<file path="config.mk">
export PLATFORM = sky130hd
export DESIGN_NAME = sysid_chk_timer
export DESIGN_NICKNAME = d
export VERILOG_FILES = /design/src/rtl/sysid_chk_timer.sv
export SDC_FILE = /design/constraint.sdc
export NUM_CORES = 1
export LEC_CHECK = 0
export BUFFER_PORTS_ARGS = -buffer_cell sky130_fd_sc_hd__buf_2
export CORE_AREA = 2 2 39 41
export DETAILED_ROUTE_END_ITERATION = 7
export DIE_AREA = 0 0 41 43
export GPL_ROUTABILITY_DRIVEN = 0
export PLACE_DENSITY = 0.3
export SLEW_MARGIN = 15
export SYNTH_ARGS = -nofsm -noshare
export SYNTH_HDL_FRONTEND = slang
export SYNTH_SLANG_ARGS = --single-unit
</file>
<file path="constraint.sdc">
create_clock -name clock -period 1.2 [get_ports clock]
set_clock_uncertainty 0.1 [all_clocks]
set_input_delay 0.12 -clock clock [delete_from_list [all_inputs] [get_ports clock]]
set_output_delay 0.12 -clock clock [all_outputs]
set_load 0.1 [all_outputs]
</file>
<file path="src/rtl/sysid_chk_timer.sv">
// Waitrequest timeout counter for one Avalon read.
//   clock, reset_n : system clock, synchronous active-low reset
//   clear          : restart the count (read not stalled)
//   count_en       : read is stalled this cycle
//   expired        : this stalled cycle is the LIMIT-th consecutive one
module sysid_chk_timer #(
  parameter int LIMIT = 16
) (
  input  logic clock,
  input  logic reset_n,
  input  logic clear,
  input  logic count_en,
  output logic expired
);

  localparam int CW = (LIMIT < 2) ? 1 : $clog2(LIMIT);

  logic [CW-1:0] cnt;

  // Count only reaches LIMIT-1; the expiring cycle wraps it back to zero.
  assign expired = count_en && (cnt == CW'(LIMIT - 1));

  always_ff @(posedge clock) begin
    if (!reset_n)               cnt <= '0;
    else if (clear || expired)  cnt <= '0;
    else if (count_en)          cnt <= cnt + CW'(1);
  end

endmodule

</file>
==> metrics.md <==
| Metric | Value |
|---|---|
| Synth unique cells | `11` |
| Wire per inst | `8.43 µm` |
| Grt total ovfl | `0` |
| Final setup violation count | `4` |
| Initial detailed-routing violation count | `1` |
| # IOs | `5` |
| Top_reg_cell synth | `dfxtp_1` |
| Top cells by count, synth | `4 x dfxtp_1, 3 x nor2_1, 2 x xor2_1` |
| Final Util | `0.243` |
| Site row count | `14` |
| Cell taking the most area after synthesis | `dfxtp_1` |
| Area grow syn2layout | `86.8%` |
| First-pass GRT wire length | `593 µm` |
| Crit path required time | `980 ps` |
| Buf/Inv on CP | `2` |
| Synth Net Count | `22` |
| Initial Util | `0.130` |
| Antenna cells | `0` |
| Leakage power | `0.133 nW` |
| Most common cell in the netlist | `dfxtp_1` |
| Final hold slack | `66.5 ps` |
| H-tree levels | `1` |
| Largest net degree at the start of global routing | `5` |
| Hold Path Class | `in -> reg` |
| Die width | `41 µm` |
| Hold depth | `2` |
| PwrDens | `990 nW/µm²` |
| Fill count | `154` |
| Reg2reg end | `cnt[0]` |
| Reg2Reg Setup Slack | `-120 ps` |
| Slowest stage delay, CP | `340 ps` |
| DRT antenna net count | `0` |
| Post-DP HPWL | `279 µm` |
| Seq/Total Area, Yosys | `0.444` |
| Initial antenna violation count | `0` |
| Detailed Route WL | `388 µm` |
| Largest register FFs | `4` |
| IO Port Bufs | `4` |
| Crit start category | `flip-flop` |
| Final slew viol count | `0` |
| Dpl cell area | `275 µm²` |
| Post-DR vias/cell | `3.59` |
| Dpl cells | `42` |
| Clk sinks | `4` |
| Layout cells sized above 1 | `0.667` |
| Failing checks | `negative setup slack` |
| Synth Area per Inst | `10.6 µm²` |
| RR Startpoint | `cnt[0]` |
| Outcome | `finished, violations left` |
| Inserted Clock Buffers | `3` |
| Ys Warns | `0` |
| CTS Buffer Depth | `2` |
| Core Area | `1380 µm²` |
| Layout Nets | `37` |
| CP Data Arrival Time | `1160 ps` |
| Crit path capture type | `output port` |
| Worst skew pair latency | `230 ps` |
| Via Count | `165` |
| Slowest CP cell | `dfxtp_2` |
| Hold Path Origin | `reset_n` |
| Number of flops mapped to enable cells by yosys | `0` |
| Maximum clock rate | `0.723 GHz` |
| Hold Path End | `cnt[2]` |
| Cell area after layout | `337 µm²` |
| DR pass1 iterations | `2` |
| Most flop-heavy register | `cnt` |
| CP delay by family, top | `flip-flops` |
| Fin crit period | `1380 ps` |
| Yosys reg bits | `4` |
| Clock Root Buffer | `clkbuf_4` |
| Area contributors post-synth | `dfxtp_1 44%, xor2_1 9.7%, ha_1 6.9%, and4_4 6.3%, nor2_1 6.3%` |
| R2R cell count | `4` |
| Total of max-cap violations | `0` |
| Die H | `43 µm` |
| All-layer global routing usage | `0.0612` |
| FFs w/ async S/R, synth | `0` |
| Top flop regs | `cnt x4` |
| Worst Path Max Fanout | `2` |
| Vias in the first global route | `163` |
| Mapped cell area | `180 µm²` |
| Hold Vio Cnt, Final | `0` |
| Final cycle utilization of the critical path | `1.15` |
| Drt drc | `0` |
| Worst Tran Pin Value | `242 ps` |
| Synth top area share | `0.444` |
| Clk slew on worst S/H paths | `40 ps` |
| Max transition margin | `0.834` |
| PnR worst setup slack | `-183 ps` |
| CP cell instances | `ha_4 -> and4_4 -> buf_6 -> buf_12` |
| CTS tree | `yes` |
| RSZ-0062 raised after global routing | `true` |
| Die area | `1760 µm²` |
| Mapped Cells | `17` |
| Layout Cells excl Fill | `46` |
| Peak supply drop | `0.270 mV` |
| CP Class | `reg -> out` |
==> how the worst max path moves through the flow <==
stage / start / to / slack [ps] / cells after the start
3_5_place_dp: cnt[1] / cnt[0] / -110 / 4
4_1_cts: cnt[0] / expired / -200 / 4
5_1_grt: cnt[0] / expired / -230 / 4
6_report: cnt[0] / expired / -180 / 4
2_1_floorplan: cnt[0] / cnt[0] / -200 / 4
3_3_place_gp: cnt[1] / cnt[0] / -90 / 4
==> cell type report <==
cell class | count | area, µm² | area share
timing repair buffer | 10 | 86.3 | 0.257
tap | 16 | 20.0 | 0.0595
sequential | 4 | 82.6 | 0.245
clock buffer | 3 | 22.5 | 0.0669
multi-input combinational | 13 | 125 | 0.372
==> worst reg2reg max path, stage by stage (launching register included) <==
cell	delay, ps
dfxtp_2	320
ha_4	150
and4_4	140
or3b_4	430
nor2_2	100
==> stage by stage <==
step                      TNS, ps  power [mW]  setup slack (ps)
after CTS                    -482       0.340              -198
after global placement       -251       0.166             -86.7
after detailed placement     -305       0.166              -107
after floorplan              -587       0.151              -196
final                        -490       0.333              -183
after global routing         -649       0.362              -230
==> cells in the final DEF (no fill, tap or decap) <==
cell type and count:
and4_4 1, buf_12 1, buf_2 3, buf_4 4, buf_6 1, clkbuf_4 3
dfxtp_1 2, dfxtp_2 2, dlygate4sd3_1 1, ha_4 1, mux2i_1 1, nand2_1 1
nand4_1 1, nor2_2 2, nor2_4 1, nor3b_1 1, or3b_4 1, xnor2_1 1
xor2_1 2
==> what timing repair did <==
| action | CTS | global route |
|---|---|---|
| setup endpoints to repair | 4 | 4 |
| buffers inserted | 0 | 0 |
| pin swaps | 1 | 0 |
| hold endpoints to repair | 1 | 0 |
| resized for setup | 4 | 4 |
| hold buffers | 1 | 0 |
| cloned | 0 | 0 |
==> per-layer routing <==
metal,share of wire,global-route usage,vias to the layer above
li1,-,-,86
met1,0.37,0.0547,74
met2,0.53,0.0625,5
met3,0.095,0.0628,0
met4,0,0.0800,0
met5,0,0,-
==> logic make-up after synthesis <==
logic type,Yosys count,share of synthesized area
and+or+nand+nor,8,0.285
xor gates and xnor gates,3,0.146
DFF,4,0.444
muxes,1,0.0556
adders and majority gates,1,0.0694
==> power breakdown <==
group | internal (mW) | switching, mW | leakage, nW | total (mW)
logic | 0.0195 | 0.0136 | 0.0861 | 0.0331
registers | 0.137 | 0.00234 | 0.0333 | 0.139
clock network | 0.112 | 0.0495 | 0.0138 | 0.161
(Power assumes the default switching activity.)
